--- config.mk ---
export PLATFORM = sky130hd
export DESIGN_NAME = mc_ctrl_flat
export DESIGN_NICKNAME = d
export VERILOG_FILES = /design/src/rtl/mc_ctrl_pkg.sv /design/src/rtl/mc_ctrl_if.sv /design/src/rtl/mc_ctrl_dec.sv /design/src/rtl/mc_ctrl.sv /design/src/flat_wrapper.sv
export SDC_FILE = /design/constraint.sdc
export NUM_CORES = 1
export LEC_CHECK = 0
export BUFFER_PORTS_ARGS = -buffer_cell sky130_fd_sc_hd__buf_4
export CAP_MARGIN = 20
export CORE_MARGIN = 10
export CORE_UTILIZATION = 38
export CTS_CLUSTER_SIZE = 24
export DETAILED_ROUTE_END_ITERATION = 10
export GPL_TIMING_DRIVEN = 0
export HOLD_SLACK_MARGIN = 0.06
export PLACE_DENSITY = 0.8
export SETUP_SLACK_MARGIN = 0.4
export SYNTH_ARGS = -nofsm -noshare
export SYNTH_HDL_FRONTEND = slang
export SYNTH_SLANG_ARGS = --single-unit
--- constraint.sdc ---
create_clock -name clk -period 1.5 [get_ports clk]
set_input_delay 0.225 -clock clk [delete_from_list [all_inputs] [get_ports clk]]
set_output_delay 0.225 -clock clk [all_outputs]
set_load 0.05 [all_outputs]
--- src/rtl/mc_ctrl_pkg.sv ---
// Shared encodings for the multi-cycle MIPS controller: opcodes, funct codes,
// ALU operations, controller states, instruction classes and datapath select codes.
package mc_ctrl_pkg;

    localparam logic [5:0] OP_RTYPE = 6'b000000;
    localparam logic [5:0] OP_J     = 6'b000010;
    localparam logic [5:0] OP_JAL   = 6'b000011;
    localparam logic [5:0] OP_BEQ   = 6'b000100;
    localparam logic [5:0] OP_ADDI  = 6'b001000;
    localparam logic [5:0] OP_ADDIU = 6'b001001;
    localparam logic [5:0] OP_ANDI  = 6'b001100;
    localparam logic [5:0] OP_ORI   = 6'b001101;
    localparam logic [5:0] OP_LUI   = 6'b001111;
    localparam logic [5:0] OP_LW    = 6'b100011;
    localparam logic [5:0] OP_SW    = 6'b101011;

    localparam logic [5:0] FN_JR   = 6'b001000;
    localparam logic [5:0] FN_ADD  = 6'b100000;
    localparam logic [5:0] FN_ADDU = 6'b100001;
    localparam logic [5:0] FN_SUBU = 6'b100011;
    localparam logic [5:0] FN_AND  = 6'b100100;
    localparam logic [5:0] FN_OR   = 6'b100101;
    localparam logic [5:0] FN_SLT  = 6'b101010;

    typedef enum logic [2:0] {
        ALU_ADD = 3'd0,
        ALU_SUB = 3'd1,
        ALU_AND = 3'd2,
        ALU_OR  = 3'd3,
        ALU_SLT = 3'd4,
        ALU_LUI = 3'd5
    } aluop_e;

    typedef enum logic [3:0] {
        S_FETCH    = 4'd0,
        S_DECODE   = 4'd1,
        S_EXEC_R   = 4'd2,
        S_EXEC_I   = 4'd3,
        S_ALU_WB   = 4'd4,
        S_MEM_ADDR = 4'd5,
        S_MEM_RD   = 4'd6,
        S_MEM_WB   = 4'd7,
        S_MEM_WR   = 4'd8,
        S_BRANCH   = 4'd9,
        S_JUMP     = 4'd10,
        S_TRAP     = 4'd15
    } state_e;

    typedef enum logic [3:0] {
        CLS_RTYPE,
        CLS_ITYPE,
        CLS_LW,
        CLS_SW,
        CLS_BEQ,
        CLS_J,
        CLS_JAL,
        CLS_JR,
        CLS_ILLEGAL
    } iclass_e;

    localparam logic [1:0] PC_ALU    = 2'b00;
    localparam logic [1:0] PC_ALUOUT = 2'b01;
    localparam logic [1:0] PC_JUMP   = 2'b10;
    localparam logic [1:0] PC_RS     = 2'b11;

    localparam logic [1:0] SRCB_RT     = 2'b00;
    localparam logic [1:0] SRCB_FOUR   = 2'b01;
    localparam logic [1:0] SRCB_IMM    = 2'b10;
    localparam logic [1:0] SRCB_BRANCH = 2'b11;

    localparam logic [1:0] WB_ALUOUT = 2'b00;
    localparam logic [1:0] WB_MDR    = 2'b01;
    localparam logic [1:0] WB_PC     = 2'b10;

endpackage

--- src/rtl/mc_ctrl_if.sv ---
// Bundle between the multi-cycle controller and the datapath.
// master = controller side, slave = datapath side.
interface mc_ctrl_if;

    logic [5:0]  op;
    logic [5:0]  funct;
    logic        zero;
    logic        mem_ready;

    logic        pc_write;
    logic        ir_write;
    logic        iord;
    logic        mem_read;
    logic        mem_write;
    logic        reg_write;
    logic        regdst;
    logic        r31;
    logic [1:0]  wb_sel;
    logic        alusrc_a;
    logic [1:0]  alusrc_b;
    logic        extop;
    logic [2:0]  aluop;
    logic [1:0]  pcsrc;
    logic        illegal;
    logic [3:0]  state;
    logic [31:0] cycle_cnt;
    logic [31:0] instr_cnt;

    modport master (
        input  op, funct, zero, mem_ready,
        output pc_write, ir_write, iord, mem_read, mem_write, reg_write,
               regdst, r31, wb_sel, alusrc_a, alusrc_b, extop, aluop,
               pcsrc, illegal, state, cycle_cnt, instr_cnt
    );

    modport slave (
        output op, funct, zero, mem_ready,
        input  pc_write, ir_write, iord, mem_read, mem_write, reg_write,
               regdst, r31, wb_sel, alusrc_a, alusrc_b, extop, aluop,
               pcsrc, illegal, state, cycle_cnt, instr_cnt
    );

endinterface

--- src/rtl/mc_ctrl_dec.sv ---
// Combinational instruction classifier: op/funct -> instruction class,
// ALU operation, immediate extension mode and an illegal-instruction flag.
module mc_ctrl_dec
    import mc_ctrl_pkg::*;
(
    input  logic [5:0] i_op,
    input  logic [5:0] i_funct,
    output iclass_e    o_cls,
    output aluop_e     o_aluop,
    output logic       o_extop,
    output logic       o_illegal
);

    always_comb begin
        o_cls   = CLS_ILLEGAL;
        o_aluop = ALU_ADD;
        o_extop = 1'b0;
        case (i_op)
            OP_RTYPE: begin
                case (i_funct)
                    FN_ADDU, FN_ADD: begin o_cls = CLS_RTYPE; o_aluop = ALU_ADD; end
                    FN_SUBU:         begin o_cls = CLS_RTYPE; o_aluop = ALU_SUB; end
                    FN_AND:          begin o_cls = CLS_RTYPE; o_aluop = ALU_AND; end
                    FN_OR:           begin o_cls = CLS_RTYPE; o_aluop = ALU_OR;  end
                    FN_SLT:          begin o_cls = CLS_RTYPE; o_aluop = ALU_SLT; end
                    FN_JR:           o_cls = CLS_JR;
                    default:         o_cls = CLS_ILLEGAL;
                endcase
            end
            OP_ADDI, OP_ADDIU: begin o_cls = CLS_ITYPE; o_aluop = ALU_ADD; o_extop = 1'b1; end
            OP_ANDI:           begin o_cls = CLS_ITYPE; o_aluop = ALU_AND; end
            OP_ORI:            begin o_cls = CLS_ITYPE; o_aluop = ALU_OR;  end
            OP_LUI:            begin o_cls = CLS_ITYPE; o_aluop = ALU_LUI; end
            OP_LW:             begin o_cls = CLS_LW; o_extop = 1'b1; end
            OP_SW:             begin o_cls = CLS_SW; o_extop = 1'b1; end
            OP_BEQ:            o_cls = CLS_BEQ;
            OP_J:              o_cls = CLS_J;
            OP_JAL:            o_cls = CLS_JAL;
            default:           o_cls = CLS_ILLEGAL;
        endcase
    end

    assign o_illegal = (o_cls == CLS_ILLEGAL);

endmodule

--- src/rtl/mc_ctrl.sv ---
// Multi-cycle MIPS controller: state register, next-state logic and output decode.
// Optional performance counters are built when MC_CTRL_PERF_EN is defined.
module mc_ctrl
    import mc_ctrl_pkg::*;
(
    input  logic     clk,
    input  logic     rst,
    mc_ctrl_if.master bus
);

    state_e  r_state;
    state_e  w_next;
    iclass_e w_cls;
    aluop_e  w_aluop;
    logic    w_extop;
    logic    w_illegal;

    mc_ctrl_dec u_dec (
        .i_op      (bus.op),
        .i_funct   (bus.funct),
        .o_cls     (w_cls),
        .o_aluop   (w_aluop),
        .o_extop   (w_extop),
        .o_illegal (w_illegal)
    );

    always_ff @(posedge clk or posedge rst) begin
        if (rst) r_state <= S_FETCH;
        else     r_state <= w_next;
    end

    always_comb begin
        w_next = r_state;
        case (r_state)
            S_FETCH:  if (bus.mem_ready) w_next = S_DECODE;
            S_DECODE: begin
                if (w_illegal) begin
                    w_next = S_TRAP;
                end else begin
                    case (w_cls)
                        CLS_RTYPE:              w_next = S_EXEC_R;
                        CLS_ITYPE:              w_next = S_EXEC_I;
                        CLS_LW, CLS_SW:         w_next = S_MEM_ADDR;
                        CLS_BEQ:                w_next = S_BRANCH;
                        CLS_J, CLS_JAL, CLS_JR: w_next = S_JUMP;
                        default:                w_next = S_TRAP;
                    endcase
                end
            end
            S_EXEC_R, S_EXEC_I: w_next = S_ALU_WB;
            S_ALU_WB, S_MEM_WB, S_BRANCH, S_JUMP: w_next = S_FETCH;
            S_MEM_ADDR: w_next = (w_cls == CLS_SW) ? S_MEM_WR : S_MEM_RD;
            S_MEM_RD:   if (bus.mem_ready) w_next = S_MEM_WB;
            S_MEM_WR:   if (bus.mem_ready) w_next = S_FETCH;
            default:    w_next = S_TRAP;
        endcase
    end

    // Outputs are gated by rst so FETCH's mem_read cannot leak out during reset.
    always_comb begin
        bus.pc_write  = 1'b0;
        bus.ir_write  = 1'b0;
        bus.iord      = 1'b0;
        bus.mem_read  = 1'b0;
        bus.mem_write = 1'b0;
        bus.reg_write = 1'b0;
        bus.regdst    = 1'b0;
        bus.r31       = 1'b0;
        bus.wb_sel    = WB_ALUOUT;
        bus.alusrc_a  = 1'b0;
        bus.alusrc_b  = SRCB_RT;
        bus.extop     = 1'b0;
        bus.aluop     = ALU_ADD;
        bus.pcsrc     = PC_ALU;
        bus.illegal   = 1'b0;
        if (!rst) begin
            case (r_state)
                S_FETCH: begin
                    bus.mem_read = 1'b1;
                    bus.alusrc_b = SRCB_FOUR;
                    bus.ir_write = bus.mem_ready;
                    bus.pc_write = bus.mem_ready;
                end
                S_DECODE: bus.alusrc_b = SRCB_BRANCH;
                S_EXEC_R: begin
                    bus.alusrc_a = 1'b1;
                    bus.aluop    = w_aluop;
                end
                S_EXEC_I: begin
                    bus.alusrc_a = 1'b1;
                    bus.alusrc_b = SRCB_IMM;
                    bus.extop    = w_extop;
                    bus.aluop    = w_aluop;
                end
                S_ALU_WB: begin
                    bus.reg_write = 1'b1;
                    bus.regdst    = (w_cls == CLS_RTYPE);
                end
                S_MEM_ADDR: begin
                    bus.alusrc_a = 1'b1;
                    bus.alusrc_b = SRCB_IMM;
                    bus.extop    = 1'b1;
                end
                S_MEM_RD: begin
                    bus.mem_read = 1'b1;
                    bus.iord     = 1'b1;
                end
                S_MEM_WB: begin
                    bus.reg_write = 1'b1;
                    bus.wb_sel    = WB_MDR;
                end
                S_MEM_WR: begin
                    bus.mem_write = 1'b1;
                    bus.iord      = 1'b1;
                end
                S_BRANCH: begin
                    bus.alusrc_a = 1'b1;
                    bus.aluop    = ALU_SUB;
                    bus.pcsrc    = PC_ALUOUT;
                    bus.pc_write = bus.zero;
                end
                S_JUMP: begin
                    bus.pc_write = 1'b1;
                    bus.pcsrc    = (w_cls == CLS_JR) ? PC_RS : PC_JUMP;
                    if (w_cls == CLS_JAL) begin
                        bus.reg_write = 1'b1;
                        bus.r31       = 1'b1;
                        bus.wb_sel    = WB_PC;
                    end
                end
                S_TRAP:  bus.illegal = 1'b1;
                default: bus.illegal = 1'b1;
            endcase
        end
    end

    assign bus.state = r_state;

`ifdef MC_CTRL_PERF_EN
    logic [31:0] r_cycle_cnt;
    logic [31:0] r_instr_cnt;
    logic        w_retire;

    // An instruction retires on the edge that carries a completing state back to FETCH.
    assign w_retire = (w_next == S_FETCH) &&
                      (r_state inside {S_ALU_WB, S_MEM_WB, S_MEM_WR, S_BRANCH, S_JUMP});

    always_ff @(posedge clk or posedge rst) begin
        if (rst) begin
            r_cycle_cnt <= '0;
            r_instr_cnt <= '0;
        end else begin
            r_cycle_cnt <= r_cycle_cnt + 32'd1;
            if (w_retire) r_instr_cnt <= r_instr_cnt + 32'd1;
        end
    end

    assign bus.cycle_cnt = r_cycle_cnt;
    assign bus.instr_cnt = r_instr_cnt;
`else
    assign bus.cycle_cnt = '0;
    assign bus.instr_cnt = '0;
`endif

endmodule

--- src/flat_wrapper.sv ---
// flat-port wrapper written by rule: the top's interface ports become plain ports
module mc_ctrl_flat import mc_ctrl_pkg::*;
  (clk, rst, bus_op, bus_funct, bus_zero, bus_mem_ready, bus_pc_write, bus_ir_write, bus_iord, bus_mem_read, bus_mem_write, bus_reg_write, bus_regdst, bus_r31, bus_wb_sel, bus_alusrc_a, bus_alusrc_b, bus_extop, bus_aluop, bus_pcsrc, bus_illegal, bus_state, bus_cycle_cnt, bus_instr_cnt);
  mc_ctrl_if bus_i ();
  input  logic clk;
  input  logic rst;
  input wire logic [$bits(bus_i.op)-1:0] bus_op;
  input wire logic [$bits(bus_i.funct)-1:0] bus_funct;
  input wire logic [$bits(bus_i.zero)-1:0] bus_zero;
  input wire logic [$bits(bus_i.mem_ready)-1:0] bus_mem_ready;
  output wire logic [$bits(bus_i.pc_write)-1:0] bus_pc_write;
  output wire logic [$bits(bus_i.ir_write)-1:0] bus_ir_write;
  output wire logic [$bits(bus_i.iord)-1:0] bus_iord;
  output wire logic [$bits(bus_i.mem_read)-1:0] bus_mem_read;
  output wire logic [$bits(bus_i.mem_write)-1:0] bus_mem_write;
  output wire logic [$bits(bus_i.reg_write)-1:0] bus_reg_write;
  output wire logic [$bits(bus_i.regdst)-1:0] bus_regdst;
  output wire logic [$bits(bus_i.r31)-1:0] bus_r31;
  output wire logic [$bits(bus_i.wb_sel)-1:0] bus_wb_sel;
  output wire logic [$bits(bus_i.alusrc_a)-1:0] bus_alusrc_a;
  output wire logic [$bits(bus_i.alusrc_b)-1:0] bus_alusrc_b;
  output wire logic [$bits(bus_i.extop)-1:0] bus_extop;
  output wire logic [$bits(bus_i.aluop)-1:0] bus_aluop;
  output wire logic [$bits(bus_i.pcsrc)-1:0] bus_pcsrc;
  output wire logic [$bits(bus_i.illegal)-1:0] bus_illegal;
  output wire logic [$bits(bus_i.state)-1:0] bus_state;
  output wire logic [$bits(bus_i.cycle_cnt)-1:0] bus_cycle_cnt;
  output wire logic [$bits(bus_i.instr_cnt)-1:0] bus_instr_cnt;
  assign bus_i.op = bus_op;
  assign bus_i.funct = bus_funct;
  assign bus_i.zero = bus_zero;
  assign bus_i.mem_ready = bus_mem_ready;
  assign bus_pc_write = bus_i.pc_write;
  assign bus_ir_write = bus_i.ir_write;
  assign bus_iord = bus_i.iord;
  assign bus_mem_read = bus_i.mem_read;
  assign bus_mem_write = bus_i.mem_write;
  assign bus_reg_write = bus_i.reg_write;
  assign bus_regdst = bus_i.regdst;
  assign bus_r31 = bus_i.r31;
  assign bus_wb_sel = bus_i.wb_sel;
  assign bus_alusrc_a = bus_i.alusrc_a;
  assign bus_alusrc_b = bus_i.alusrc_b;
  assign bus_extop = bus_i.extop;
  assign bus_aluop = bus_i.aluop;
  assign bus_pcsrc = bus_i.pcsrc;
  assign bus_illegal = bus_i.illegal;
  assign bus_state = bus_i.state;
  assign bus_cycle_cnt = bus_i.cycle_cnt;
  assign bus_instr_cnt = bus_i.instr_cnt;
  mc_ctrl u_core (.clk(clk), .rst(rst), .bus(bus_i));
endmodule
Word level (Yosys, flattened, before mapping)
Memories as Yosys holds them, arrays and structs flattened.
Cells that the tools add are included.

operators by class
  eq/ne operators = 34
  muxes and demuxes = 45
  reduce and logical (&&, ||, !) cells = 15

operators with widths
  operator                                             number
  case mux 4 bit (7 select lines)                      2
  equality test 6 bit, second input constant           8
  equality test 6 x 4 -> 1 bit, second input constant  6
  equality test 4 x 3 -> 1 bit, second input constant  6
  two-way mux 4 bit                                    6
  case mux 3 bit (4 select lines)                      2
  two-way mux 1 bit                                    22
  equality test 4 bit, second input constant           4
  equality test 4 x 2 -> 1 bit, second input constant  3
  equality test 6 x 2 -> 1 bit, second input constant  2
  OR reduction 4 bit                                   3
  OR reduction 11 bit                                  1
  OR reduction 2 bit                                   5
  logical NOT 4 bit                                    2
  two-way mux 2 bit                                    4
  case mux 2 bit (2 select lines)                      2
  case mux 4 bit (2 select lines)                      1
  equality test 6 x 3 -> 1 bit, second input constant  1
  logical NOT 6 bit                                    1
  inequality test 2 bit, second input constant         3
  case mux 2 bit (3 select lines)                      1
  case mux 3 bit (2 select lines)                      1
  OR reduction 6 bit                                   1
  OR reduction 5 bit                                   1
  5 further kinds                                      6

word-level totals
  input port bits = 16
  memory bits (read-only) = 32
  register bits after elaboration = 4
  output and inout port bits = 88
  word-level logic and storage cells = 96
  memories = 1

memory list
  name              words  width  rd ports  clocked after Yosys merged registers in  wr ports  RTL line       RTL
  (name not given)  8      4      1         0                                        0         mc_ctrl.sv:40  case (w_cls)

Longest topological paths before layout
  depth after elaboration = 8
  gate-level depth with buffers = 6
  depth with buffers taken out = 5

Hierarchy
From an unflattened synthesis, not the netlist that was laid out.

unflattened totals
  cell total of the unflattened synthesis = 209
  area total of the unflattened synthesis = 1471.4 um2

by module, submodules not included
  module       sequential area each (um2)  cells each  area each (um2)  times used
  mc_ctrl      100.1                       158         1129.8           1
  mc_ctrl_dec  0.0                         51          341.6            1

Worst setup path after synthesis
Ideal clock, no wire load.

  kind = flip-flop to output port
  start point = register u_core.r_state[1], in the netlist u_core.bus.state[1]
  end point = output bus_reg_write
  setup slack = -2.771 ns
  cell stages (with the launch flop) = 6
  buffers on the path = 1
  data required time = 1.275 ns
  data arrival time = 4.046 ns
  path through = dfrtp_1 -> clkbuf_1 -> nand2_1 -> nor4_1 -> nand3_1 -> o21ai_0

on the way
  word-level cells in the longest chain between the ends = 4
  elaborated cells on any way between the ends = 6
  those cells by class = eq/ne (3); mux (2); reduce/logical (1)

RTL lines
  what                                 RTL line            RTL
  start: declaration                   mc_ctrl.sv:11       state_e r_state;
  start signal: assignment             mc_ctrl.sv:29       else r_state <= w_next;
  equality test 4 x 3 -> 1 bit         mc_ctrl.sv:77       case (r_state)
  OR reduction 2 bit (no source line)  n/a
  case mux 1 bit (2 select lines) (*)  mc_ctrl.sv:77
  two-way mux 1 bit (*)                mc_ctrl.sv:76       if (!rst) begin
  end: declaration                     flat_wrapper.sv:16  output wire logic [$bits(bus_i.reg_write)-1:0] bus_reg_write;

Every way passes the cells marked *; elsewhere a longest branch is shown, timed or not.

Final worst setup path
  start point = register u_core.r_state[0], in the netlist u_core.bus.state[0]
  end point = output bus_reg_write

The elaborated chain is that of the path after synthesis.

==> results_dict.tcl <==
set metrics [dict create \
    syn_to_final_growth_pct 147 \
    async_flop_share_pct 100 \
    antenna_left 0 \
    synth_top_family_by_area "buffers and inverters" \
    max_freq_ghz 0.489 \
    core_area_sq_um 3660 \
    synthAdderAreaFrac_pct 0 \
    wl_um 11100 \
    hp-class "in -> async" \
    cts_tree "done" \
    htree_levels 1 \
    gp_congestion 0.866 \
    clkTransAtPathRegs_ps 40 \
    fin_area_sq_um 3560 \
    path_class "reg -> out" \
    portBuffers 37 \
    die-area_sq_um 6660 \
    irDropWorstVdd_mv 0.907 \
    relSlewSlack_pct 62.9 \
    viasPerCell 5.72 \
    crit_chain "clkbuf_16, nor4_4, nand3_4, o21ai_4, buf_6" \
    cts_root_buf "clkbuf_8" \
    min_period_over_period_pct 136 \
    antenna_found_initial 0 \
    crit_path_end_kind "output pin" \
    yosys-top-cells-area "buf_4 (33%), dfrtp_1 (6.9%), a21oi_1 (6.3%)" \
    initial_core_util_pct 39.4 \
    drt-initial-drc-count 357 \
    largest_register_ff_count 4 \
    path_max_fanout 10 \
    num_vias 2454 \
    hold_viol 0 \
    cts_hold_buf 0 \
    finalSetupViolCount 24 \
    tightest_slew_ps 556 \
    synth_top_cell_by_area "buf_4" \
    synthCells 224 \
    first_global_vias 2173 \
    synth_warnings 0 \
    grt_pass1_wl_um 11100 \
    status "finished, violations left" \
    required_ps 1270 \
    yosys.area_share.simple_pct 31.3 \
    total_leakage_power_nw 1.67 \
    overflow 0 \
    rows 22 \
    final.setup_skew_ps 11.3 \
    grt_max_degree 11 \
    post-route-min-period_ps 2040 \
    max_stage_delay_ps 430 \
    fin_tns_setup_ps -8040 \
    yosysTopAreaCellShare_pct 33.3 \
    synth_compound_area_share_pct 21.9 \
    reg2reg_depth 8 \
    dr.pass1.iters 7 \
    synth_cell_types 43 \
    slowest_stage "nor4_4" \
    synth.area.mux_share_pct 0 \
    syn_area_sq_um 1440 \
    cts_sinks 4 \
    dpl-instance-area_sq_um 2320 \
    diodes 0 \
    final_nets 399 \
    ys_seq_elements 4 \
    finalMaxSlewViolations 0 \
    power.density_nw_per_um2 1610 \
    start_kind "flop" \
    post-route-worst-setup-slack_ps -544 \
    pin_count 104 \
    drive_above_1_share_pct 66.1 \
    clk_latency_ps 230 \
    hold_slack_ps 395 \
    yosysSeqAreaShare_pct 6.94 \
    cts_buffers 3 \
    rr_endpoint "u_core.bus.state[3]$_DFFE_PP0P_" \
    violations "negative setup slack" \
    synth_xor_area_share_pct 1.22 \
    synth.avg_cell_area_sq_um 6.43 \
    synth_flop_cell "dfrtp_1" \
    wire_per_inst_um 25.9 \
    die_w_um 81.6 \
    cp-endpoint "bus_reg_write" \
    drc 0 \
    arrival_ps 1820 \
    rsz0062_at_grt "true" \
    dpl.hpwl_um 4160 \
    final_util_pct 97.4 \
    pre_cts_slack_ps -586 \
    n_fill_cell 62 \
    crit_start "u_core.bus.state[0]$_DFFE_PP0P_" \
    synth_edf_count 0 \
    die_height_um 81.6 \
    cts_buffer_depth 2 \
    maxCapViolCount 0 \
    ff2ff_setup_slack_ps -270 \
    grt_use_total_pct 20.8 \
    r2r_start "u_core.bus.state[3]$_DFFE_PP0P_" \
]
[synth_stat cells (3+ instances only)]
cell      count
nor3_1        6
nand2_1      17
nand2b_1      4
o21ai_0      11
nor4_1        4
nor2_1       22
buf_4        64
clkbuf_1     11
nor2b_1       6
nand3_1       8
a31oi_1       4
dfrtp_1       4
inv_1         5
a21oi_1      18
and3_1        3
[report_power, final]
| part | total [mW] | internal (mW) | switching, mW |
|---|---|---|---|
| Sequential | 0.236 | 0.169 | 0.0663 |
| Combinational | 5.26 | 2.30 | 2.96 |
| Clock | 0.238 | 0.172 | 0.0657 |
| Total | 5.73 | 2.64 | 3.09 |
[layout by cell type, fill, tap and decap left out, drive strengths merged, types with 2 or more instances in the layout]
master	Yosys	final
a21o	2	2
a21oi	18	18
a221oi	2	2
a31oi	4	4
and3	3	3
and4	2	2
and4bb	2	2
buf	67	159
clkbuf	11	13
conb	1	64
dfrtp	4	4
inv	5	4
nand2	17	17
nand2b	4	4
nand3	8	8
nor2	22	22
nor2b	6	6
nor3	7	7
nor3b	3	3
nor4	4	4
o21ai	11	11
o21bai	2	2
o22ai	2	2
or3	2	2
xor2	2	2
[what timing repair did]
action                                  in CTS  in global routing
pin swaps                                   40                 22
buffers inserted                            34                 18
endpoints found under the setup margin      24                 27
gates cloned                                 1                  1
resized for setup                          141                 34
[final cells by class]
type	instances	area, sq um	area share, %
clock buffers	3	41.3	1.16
flip-flops and latches	4	105	2.95
multi-input cells	200	1640	45.9
plain buffers	78	727	20.4
repair buffers	91	973	27.3
inverters	5	22.5	0.632
well taps	48	60.1	1.68
[worst min path at each step]
stage                                            to  slack, ps  cells after the start
CTS                 u_core.bus.state[2]$_DFFE_PP0P_        340                      3
global route        u_core.bus.state[1]$_DFFE_PP0P_        420                      3
detailed placement  u_core.bus.state[3]$_DFFE_PP0P_        630                      3
floorplan           u_core.bus.state[3]$_DFFE_PP0P_        400                      2
global placement    u_core.bus.state[3]$_DFFE_PP0P_        610                      3
finish              u_core.bus.state[1]$_DFFE_PP0P_        400                      3
[metrics by stage]
step | power, mW | std cells
detailed placement | 2.84 | 372
finish | 5.73 | 429
global placement | 2.83 | 372
floorplan | 2.33 | 287
global route | 5.85 | 429
CTS | 4.58 | 410
[logic make-up after synthesis]
| kind of cell | after synthesis |
|---|---|
| AND/OR/NAND/NOR | 84 |
| flip-flops | 4 |
| XOR/XNOR | 2 |
| buffers and inverters | 83 |
| other | 1 |
| AO/OA/AOI/OAI | 50 |
[worst max-delay path, delay by kind of cell (launching register included)]
kind,cells,cell delay [ps]
simple gates,2,640
compound gates,1,180
buf+inv,2,350
flops,1,420
[metal layers]
layer	share of wire (%)	vias up	track usage, %
met5	0	-	0
met1	33	1122	21.0
met2	49	272	40.3
met3	11	87	5.79
li1	-	973	-
met4	6.7	0	6.46
Power figures use the tool's default switching activity.
